==> src/rtl/coin_input_cond.sv <==
// Player input conditioner: per-bit debounce of 8 buttons plus coin, and coin shaping into queued, frame-timed pulses.
// Latency: debounce DB_LEN ce samples + 1 clk; coin_out rises 1 clk after IDLE sees a credit. No backpressure: a press into a full queue is dropped and flagged on coin_ovf.
module coin_input_cond #(
   parameter int unsigned DB_LEN   = 4,
   parameter int unsigned COIN_ON  = 8,
   parameter int unsigned COIN_OFF = 8,
   parameter int unsigned QMAX     = 7
) (
   input  logic       clk,
   input  logic       reset_n,
   input  logic       ce,
   input  logic       vblank,
   input  logic [7:0] btn_in,
   input  logic       coin_in,
   output logic [7:0] btn_out,
   output logic       coin_out,
   output logic [2:0] coin_q,
   output logic       coin_ovf
);

   localparam int          NB       = 9;
   localparam logic [3:0]  DB_LAST  = 4'(DB_LEN - 1);
   localparam logic [7:0]  ON_LAST  = 8'(COIN_ON - 1);
   localparam logic [7:0]  OFF_LAST = 8'(COIN_OFF - 1);
   localparam logic [2:0]  QCAP     = 3'(QMAX);

   typedef enum logic [1:0] {
      ST_IDLE = 2'd0,
      ST_ON   = 2'd1,
      ST_OFF  = 2'd2
   } state_t;

   logic [NB-1:0] raw;
   logic [NB-1:0] stable;
   logic [3:0]    db_cnt [NB];

   logic          coin_db_d;
   logic          coin_req;
   logic          vblank_d;
   logic          ftick;

   state_t        state;
   state_t        state_nxt;
   logic [7:0]    fcnt;
   logic [7:0]    fcnt_nxt;
   logic          deq;
   logic          accept;
   logic          ovf;
   logic [2:0]    coin_q_nxt;

   // bit 8 carries the coin line through the same debouncer as the buttons
   assign raw = {coin_in, btn_in};

   always_ff @(posedge clk or negedge reset_n) begin
      if (!reset_n) begin
         stable <= '0;
         for (int i = 0; i < NB; i++) begin
            db_cnt[i] <= '0;
         end
      end else if (ce) begin
         for (int i = 0; i < NB; i++) begin
            if (raw[i] == stable[i]) begin
               db_cnt[i] <= '0;
            end else if (db_cnt[i] == DB_LAST) begin
               stable[i] <= raw[i];
               db_cnt[i] <= '0;
            end else begin
               db_cnt[i] <= db_cnt[i] + 4'd1;
            end
         end
      end
   end

   always_ff @(posedge clk or negedge reset_n) begin
      if (!reset_n) begin
         btn_out   <= '0;
         coin_db_d <= 1'b0;
         vblank_d  <= 1'b0;
      end else begin
         btn_out   <= stable[7:0];
         coin_db_d <= stable[8];
         vblank_d  <= vblank;
      end
   end

   assign coin_req = stable[8] & ~coin_db_d;
   assign ftick    = vblank & ~vblank_d;

   always_comb begin
      state_nxt = state;
      fcnt_nxt  = fcnt;
      deq       = 1'b0;
      case (state)
         ST_IDLE: begin
            if (coin_q != 3'd0) begin
               deq       = 1'b1;
               state_nxt = ST_ON;
               fcnt_nxt  = 8'd0;
            end
         end
         ST_ON: begin
            if (ftick) begin
               if (fcnt == ON_LAST) begin
                  state_nxt = ST_OFF;
                  fcnt_nxt  = 8'd0;
               end else begin
                  fcnt_nxt = fcnt + 8'd1;
               end
            end
         end
         ST_OFF: begin
            if (ftick) begin
               if (fcnt == OFF_LAST) begin
                  state_nxt = ST_IDLE;
                  fcnt_nxt  = 8'd0;
               end else begin
                  fcnt_nxt = fcnt + 8'd1;
               end
            end
         end
         default: begin
            state_nxt = ST_IDLE;
            fcnt_nxt  = 8'd0;
         end
      endcase
   end

   // a dequeue in the same clk frees a slot, so a full queue still takes the press
   always_comb begin
      accept     = coin_req & ((coin_q < QCAP) | deq);
      ovf        = coin_req & ~accept;
      coin_q_nxt = coin_q + {2'b00, accept} - {2'b00, deq};
   end

   always_ff @(posedge clk or negedge reset_n) begin
      if (!reset_n) begin
         state    <= ST_IDLE;
         fcnt     <= 8'd0;
         coin_q   <= 3'd0;
         coin_out <= 1'b0;
         coin_ovf <= 1'b0;
      end else begin
         state    <= state_nxt;
         fcnt     <= fcnt_nxt;
         coin_q   <= coin_q_nxt;
         coin_out <= (state_nxt == ST_ON);
         coin_ovf <= ovf;
      end
   end

endmodule

==> config.mk <==
export PLATFORM = sky130hd
export DESIGN_NAME = coin_input_cond
export DESIGN_NICKNAME = d
export VERILOG_FILES = /design/src/rtl/coin_input_cond.sv
export SDC_FILE = /design/constraint.sdc
export NUM_CORES = 1
export LEC_CHECK = 0
export CORE_MARGIN = 4
export CORE_UTILIZATION = 35
export DETAILED_ROUTE_END_ITERATION = 12
export GPL_ROUTABILITY_DRIVEN = 0
export PLACE_DENSITY = 0.5
export SYNTH_ARGS = -nofsm -noshare
export SYNTH_HDL_FRONTEND = slang
export SYNTH_SLANG_ARGS = --single-unit
==> constraint.sdc <==
create_clock -name clk -period 2.3 [get_ports clk]
set_clock_uncertainty 0.1 [all_clocks]
set_input_delay 0.23 -clock clk [delete_from_list [all_inputs] [get_ports clk]]
set_output_delay 0.23 -clock clk [all_outputs]
set_load 0.005 [all_outputs]
==> results of run 1 <==
power by group:
group	switching (mW)	internal, mW
combinational	0.636	0.795
clock	0.431	0.429
sequential	0.327	1.62
flip-flops by register name (all words and copies together), names as in the netlist:
signal	flops
vblank_d	1
btn_out	8
coin_q	3
coin_out	1
db_cnt	36
coin_ovf	1
stable	9
fcnt	8
state	2
coin_db_d	1
layer usage:
metal	global-route usage [%]	routed length [µm]
met1	15.4	3080
met2	18.3	2730
met3	3.31	194
met4	4.38	60
met5	0	0
area by class of cell:
cell class | count | area (µm²)
fill | 908 | 5350
sequential | 70 | 1750
multi-input combinational | 225 | 1600
timing repair buffer | 31 | 305
tap | 129 | 161
clock buffer | 11 | 151
inverter | 11 | 41.3
clock inverter | 2 | 10.0
kinds of logic after synthesis:
group	Yosys count	share of synthesized area [%]
XOR/XNOR	12	3.07
AO/OA/AOI/OAI	73	14.6
flip-flops	70	51.1
multiplexers	12	3.83
buffers and inverters	19	2.34
adder cells (fa/ha/maj)	18	6.79
AND/OR/NAND/NOR	110	18.3
worst paths after layout:
check                      startpoint          to  cells after the start
setup / recovery             state[0]   coin_q[2]                      9
hold / removal              stable[1]  btn_out[1]                      0
setup reg to reg             state[0]   coin_q[2]                      9
hold reg to reg             stable[1]  btn_out[1]                      0
max in group asynchronous     reset_n  btn_out[6]                      3
min in group asynchronous     reset_n    vblank_d                      3
stage by stage:
| stage | hold slack (ns) | std cells | instance area, µm² | utilization [%] | total power, mW |
|---|---|---|---|---|---|
| after floorplan | -0.166 | 314 | 3430 | - | 2.92 |
| after global placement | 0.210 | 464 | 3840 | 41.0 | 3.40 |
| after detailed placement | 0.210 | 464 | 3840 | 41.0 | 3.42 |
| after CTS | 0.315 | 478 | 4010 | 42.8 | 4.31 |
| after global routing | 0.327 | 479 | 4020 | 42.9 | 4.60 |
| final | 0.311 | 479 | 4020 | 42.9 | 4.23 |
worst max-delay path: stages, from the launching register on:
cell      delay, ns
dfrtp_1        0.41
inv_1          0.12
ha_2           0.21
nand3b_1       0.13
nand3b_1       0.09
ha_1           0.27
inv_1          0.04
ha_1           0.18
fa_1           0.37
xnor2_1        0.13
cell usage after synthesis, drive strengths merged:
master	number	area share, %
xor2	1	0.26
mux2i	3	0.88
nor4b	1	0.69
ha	17	6.2
nor2b	4	0.73
a41oi	2	0.51
buf	3	0.58
a21oi	6	0.88
a31o	2	0.51
inv	11	1.2
and3	8	1.5
o2bb2ai	7	1.8
or3b	2	0.51
nand3b	14	3.1
a32o	3	0.88
o21ai	27	3.9
o311ai	1	0.26
nor2	11	1.2
a22o	6	1.6
nand2b	8	1.7
or4	4	0.88
nor3b	7	1.5
a211o	1	0.29
nand4	1	0.18
a21o	5	1.1
o31ai	6	1.3
or2	1	0.18
nor3	6	0.88
or3	1	0.18
dfrtp	70	51
mux2	9	3.0
and4bb	1	0.36
a31oi	3	0.55
fa	1	0.58
o221ai	1	0.26
o31a	1	0.29
xnor2	11	2.8
nand2	34	3.7
and2	1	0.18
clkbuf	5	0.55
a211oi	2	0.44
nand3	6	0.88
repair_timing:
action	in CTS	in global routing
setup buffers	0	1
setup endpoints to repair	0	1
hold buffers	1	0
endpoints found under the hold margin	70	0
resized for setup	0	1
==> results by stage, run 1 <==
Timing:
- The aggregate negative setup slack is 0 ns.
- Setup violations remaining at the end of the flow were counted as 0.
- The post-route worst setup slack is 0.138 ns.
- The number of pins exceeding their max-slew limit in the final report is 0.
- The count of final hold-check violations is 0.
- The headroom to the max-slew limit is 62.8%.
- The worst path needs 2.16 ns of the cycle, external delays included.
- The slew of the pin with the lowest slew margin is 0.551 ns.
- Setup repair after global routing left no endpoint under its margin.
- The peak clock frequency supported by timing is 462 MHz.
- Of the available clock period, the critical path in the final layout requires 94.0%.

Logic synthesis:
- The number of warnings reported in the yosys synthesis log is 0.
- Synthesis produced a netlist whose cell count is 314.
- In this run, synthesis produced a sequential element count of 70.
- The number of different library cells used by synthesis comes to 46.
- The number of nets handed over by synthesis was 345.
- In this run the mean area of a mapped cell was 10.9 µm².
- In this run the cell area of the synthesized design comes to 0.00343 mm².
- The register area share after synthesis is 51.1%.

Route:
- The routed via count is 2402.
- The first TritonRoute pass finished after 4 iterations.
- The wire length per cell after detailed routing is 12.7 µm.
- Wires add up to 6.07 mm.
- In the routed design, unresolved DRC markers number 0.
- After detailed routing, the number of vias per cell comes to 5.01.
- After the first detailed-routing iteration, the DRC count stood at 70.
- The count of nets left with antenna violations once routing finished came out at 0.

Setup path:
- The top fanout value on the critical path is 4.
- The critical path is of the register to register type.
- The arrival time reported for the critical path endpoint is 2.29 ns.
- For the worst setup path, the data required time is 2.43 ns.
- The register-to-register path setup slack is 0.14 ns.
- The worst setup path is launched from a register.
- The worst setup path is captured at a register.

Finish:
- For this run, the post-layout net count is 379.
- The total inserted antenna cells is 0.
- The post-route netlist has 11.4% of its cells at a drive strength greater than 1.
- The commonest non-fill, non-tap cell in the layout is dfrtp_1.
- The area growth from synthesis to layout is 17.3%.
- In the layout the commonest cells are dfrtp_1, nand2_1, o21ai_0.

Global route:
- The number of antenna violations at the first check in global routing is 0.
- The leftover overflow at the end of global routing is 0.
- The global-route total usage across every layer is 11.7%.
- Entering global routing, the biggest net connects 46 pins.
- The first global-routing pass estimated 10.7 mm of wire.
- The number of global-route vias before repair came to 2342.

Clocking:
- The clock latency on the worst-skew pair is 0.33 ns.
- TritonCTS built the clock tree.
- The TritonCTS buffer count is 9.
- The clock transition at the register clock pins on the worst setup and hold paths after CTS is 0.08 ns.
- The total number of clock tree sinks is 70.
- The maximum clock insertion buffer count is 2.
- The clock tree synthesis step divided the H-tree into 3 levels.
- The buffer cell driving the clock tree root is clkbuf_8.

Floorplan:
- The die area is 0.0114 mm².
- 26 I/O pins were placed.
- The starting density of the core is 36.6%.
- The area of the core region is 0.00937 mm².
- From bottom edge to top edge, the die measures 107 µm.
- The number of placement rows is 35.
- The die is 107 µm wide.

Pwr:
- The maximum vdd drop is 0.479 mV.
- Summed over all cells, the static leakage comes to 1.75 nW.
- The power density over the cells is 1050 mW/mm².

Worst hold path:
- The worst hold path belongs to the class register to register.

Place:
- The total of buffers placed on input and output ports is 25.
- The setup slack at placement is 0.125 ns.
- Once detailed placement completed, the half-perimeter wirelength came to 4.13 mm.

Status:
- The flow ran to the end, and the final reports show no timing, DRC or antenna violations.

Run:
- The max-capacitance violation count is 0.
(Power assumes the default switching activity.)
==> run 2, diff against run 1 <==
Settings changed: GPL_TIMING_DRIVEN set to 0.
==> run 2 against run 1 <==
Against the previous run: clock power rose by 3.0%; hold slack got worse by 0.078 ns; flip-flop and latch count did not move.
==> results by stage, run 2 (synthesis gave the netlist of run 1 again) <==
Timing:
- The final period utilization is 94.5% (+0.46 points).
- The aggregate negative setup slack was 0 ns (unchanged).
- The count of final hold-check violations is 0 (unchanged).
- The number of pins exceeding their max-slew limit in the final report is 0 (unchanged).
- Setup repair after global routing left no endpoint under its margin.
- The headroom to the max-slew limit is 60.6% (-2.2 points).
- The post-route worst setup slack is 0.127 ns (-0.0106 ns).
- The final period demand of the worst path is 2.17 ns (+0.0106 ns).
- The number of failing setup endpoints in the final timing report is 0 (unchanged).
- The slew of the pin with the lowest slew margin is 0.583 ns (+0.0322 ns).
- The peak clock frequency supported by timing is 460 MHz (-0.49%).

Setup path:
- The element type at the critical path end is a register.
- The path type of the worst setup path is register to register.
- STA classifies the critical path startpoint as a register.
- The startpoint of the lowest-slack register-to-register path is state[0].
- The top fanout value on the critical path is 4 (unchanged).
- The required time of the critical path is 2.43 ns (about the same).
- The register-to-register path setup slack is 0.13 ns (about the same).
- The endpoint of the most critical register-to-register path is coin_q[2].
- The length in cells of the worst reg-to-reg path was 9 (unchanged).
- The launch point of the critical path is state[0].
- The arrival time reported for the critical path endpoint was 2.30 ns (about the same).

Finish:
- Leaving out fill and tap cells, the most frequent cell in the layout is dfrtp_1.
- The total inserted antenna cells is 0 (unchanged).
- The relative area change from synthesis to final layout is 18.5%.
- The number of nets in the finished design is 384 (+1.3%).
- db_cnt holds more flip-flops than any other register.
- The number of non-filler instances in the completed layout is 486 (+1.5%).
- The largest registers in the layout are db_cnt (36), stable (9).
- The share of layout cells above drive strength 1 is 10.6% (-0.78 points).
- Leaving out fill and tap cells, the most frequent cells in the layout are dfrtp_1, nand2_1, o21ai_0.
- The number of flip-flops in the largest register came to 36 (unchanged).

Place:
- The half-perimeter wire length of the detailed placement result is 4.52 mm (+9.4%).
- The number of cells after detailed placement is 469 (+1.1%).
- The setup slack at placement was -0.150 ns (-0.275 ns).
- The total of buffers placed on input and output ports is 25 (unchanged).

Global route:
- The pin count of the biggest net entering global routing is 47 (+2.2%).
- The number of global-route vias before repair is 2451 (+4.7%).
- The number of antenna violations at the first check in global routing is 0 (unchanged).
- The global-route total usage across every layer is 12.3% (+0.65 points).
- The wire length of the first global-routing pass came to 11.2 mm (+4.8%).
- The leftover overflow at the end of global routing is 0 (unchanged).

Run:
- The max-capacitance violation count was 0 (unchanged).

Route:
- The post-detailed-routing wire length came to 6.58 mm (+8.5%).
- The DRC marker count from the first detailed-route iteration was 92 (+31%).
- The wire length per cell after detailed routing is 13.5 µm (+7.0%).
- The first-pass iteration count of the detailed router was 4 (unchanged).
- Routed signal wires occupy layers up through met4.
- The met3 wire length is 257 µm (+32%).
- The detailed-route wire length on metal 1 is 3.13 mm (+1.5%).
- The DRC violation count after routing is 0 (unchanged).
- The sum of met2 wire segment lengths after detailed routing is 3.12 mm (+14%).
- The per-cell via count in the routed design is 5.05 (+0.65%).
- The routed via count is 2453 (+2.1%).
- The remaining antenna violation count after routing is 0 (unchanged).

Clocking:
- TritonCTS built the clock tree.
- The level count of the clock H-tree is 3 (unchanged).
- The total number of clock tree sinks came to 70 (unchanged).
- The clock transition at the register clock pins on the worst setup and hold paths after CTS was 0.08 ns (about the same).
- The buffer cell driving the clock tree root is clkbuf_8.
- The TritonCTS buffer count is 9 (unchanged).
- The clock latency on the worst-skew pair was 0.35 ns (+0.02 ns).
- The maximum clock insertion buffer count is 2 (unchanged).

Floorplan:
- The number of placement rows is 35 (unchanged).
- The die area is 0.0114 mm² (unchanged).
- The top-level port count is 26 (unchanged).
- The starting density of the core came to 36.6% (unchanged).
- The y dimension of the die is 107 µm (unchanged).
- The overall die width is 107 µm (unchanged).
- The area of the core region is 0.00937 mm² (unchanged).

Worst hold path:
- The path class of the tightest hold or removal check is primary input to asynchronous set/reset pin.

Status:
- The flow ran to the end, and the final reports show no timing, DRC or antenna violations.

Pwr:
- The leakage component of the power came to 1.75 nW (+0.49%).
- The power density over the cells came to 1060 mW/mm² (+0.98%).
- The maximum vdd drop was 0.364 mV (-24%).
[run 2: critical path, stage by stage (launching register included)]
cell	delay [ns]
dfrtp_1	0.41
inv_1	0.15
ha_4	0.18
nand3b_1	0.12
nand3b_1	0.08
ha_1	0.28
inv_1	0.04
ha_1	0.18
fa_1	0.38
xnor2_1	0.13
[run 2: metrics by stage]
stage	power, mW	hold WS (ns)	cell area (µm²)	util, %
final	4.32	0.233	4060	43.4
after global routing	4.67	0.264	4060	43.4
after CTS	4.37	0.236	4040	43.1
after detailed placement	3.45	0.0741	3860	41.2
after global placement	3.42	0.295	3840	41.0
after floorplan	2.92	-0.166	3430	-
[run 2: how the worst max path moves through the flow]
stage	endpoint	slack [ns]	cells after the start
final	coin_q[2]	0.13	9
after global routing	coin_q[2]	0.005	9
after CTS	coin_q[2]	0.06	9
after detailed placement	db_cnt[11]	-0.15	5
after global placement	db_cnt[8]	-1.73	1
after floorplan	coin_q[2]	0.24	9
[run 2: report_power, final]
group	switching, mW	internal, mW
registers	0.336	1.62
logic	0.651	0.831
clock network	0.441	0.445
[run 2: layout make-up]
cell class                 instances  area [µm²]
multi-input combinational        225        1610
buffer                             8        38.8
timing repair buffer              28         293
tap                              129         161
clock buffer                      14         163
inverter                          11        41.3
sequential                        70        1750
fill                             925        5310
clock inverter                     1        5.00
[run 2: routing by layer]
layer  up-vias  track usage (%)
li1       1221                -
met1      1193             15.4
met2        32             20.2
met3         7             4.15
met4         0             3.65
met5         -                0
[run 2: timing repair]
| action | in CTS | in global routing |
|---|---|---|
| buffers inserted | 0 | 1 |
| hold buffers | 1 | 0 |
| endpoints found under the setup margin | 0 | 2 |
| endpoints found under the hold margin | 24 | 0 |
| resized for setup | 0 | 2 |
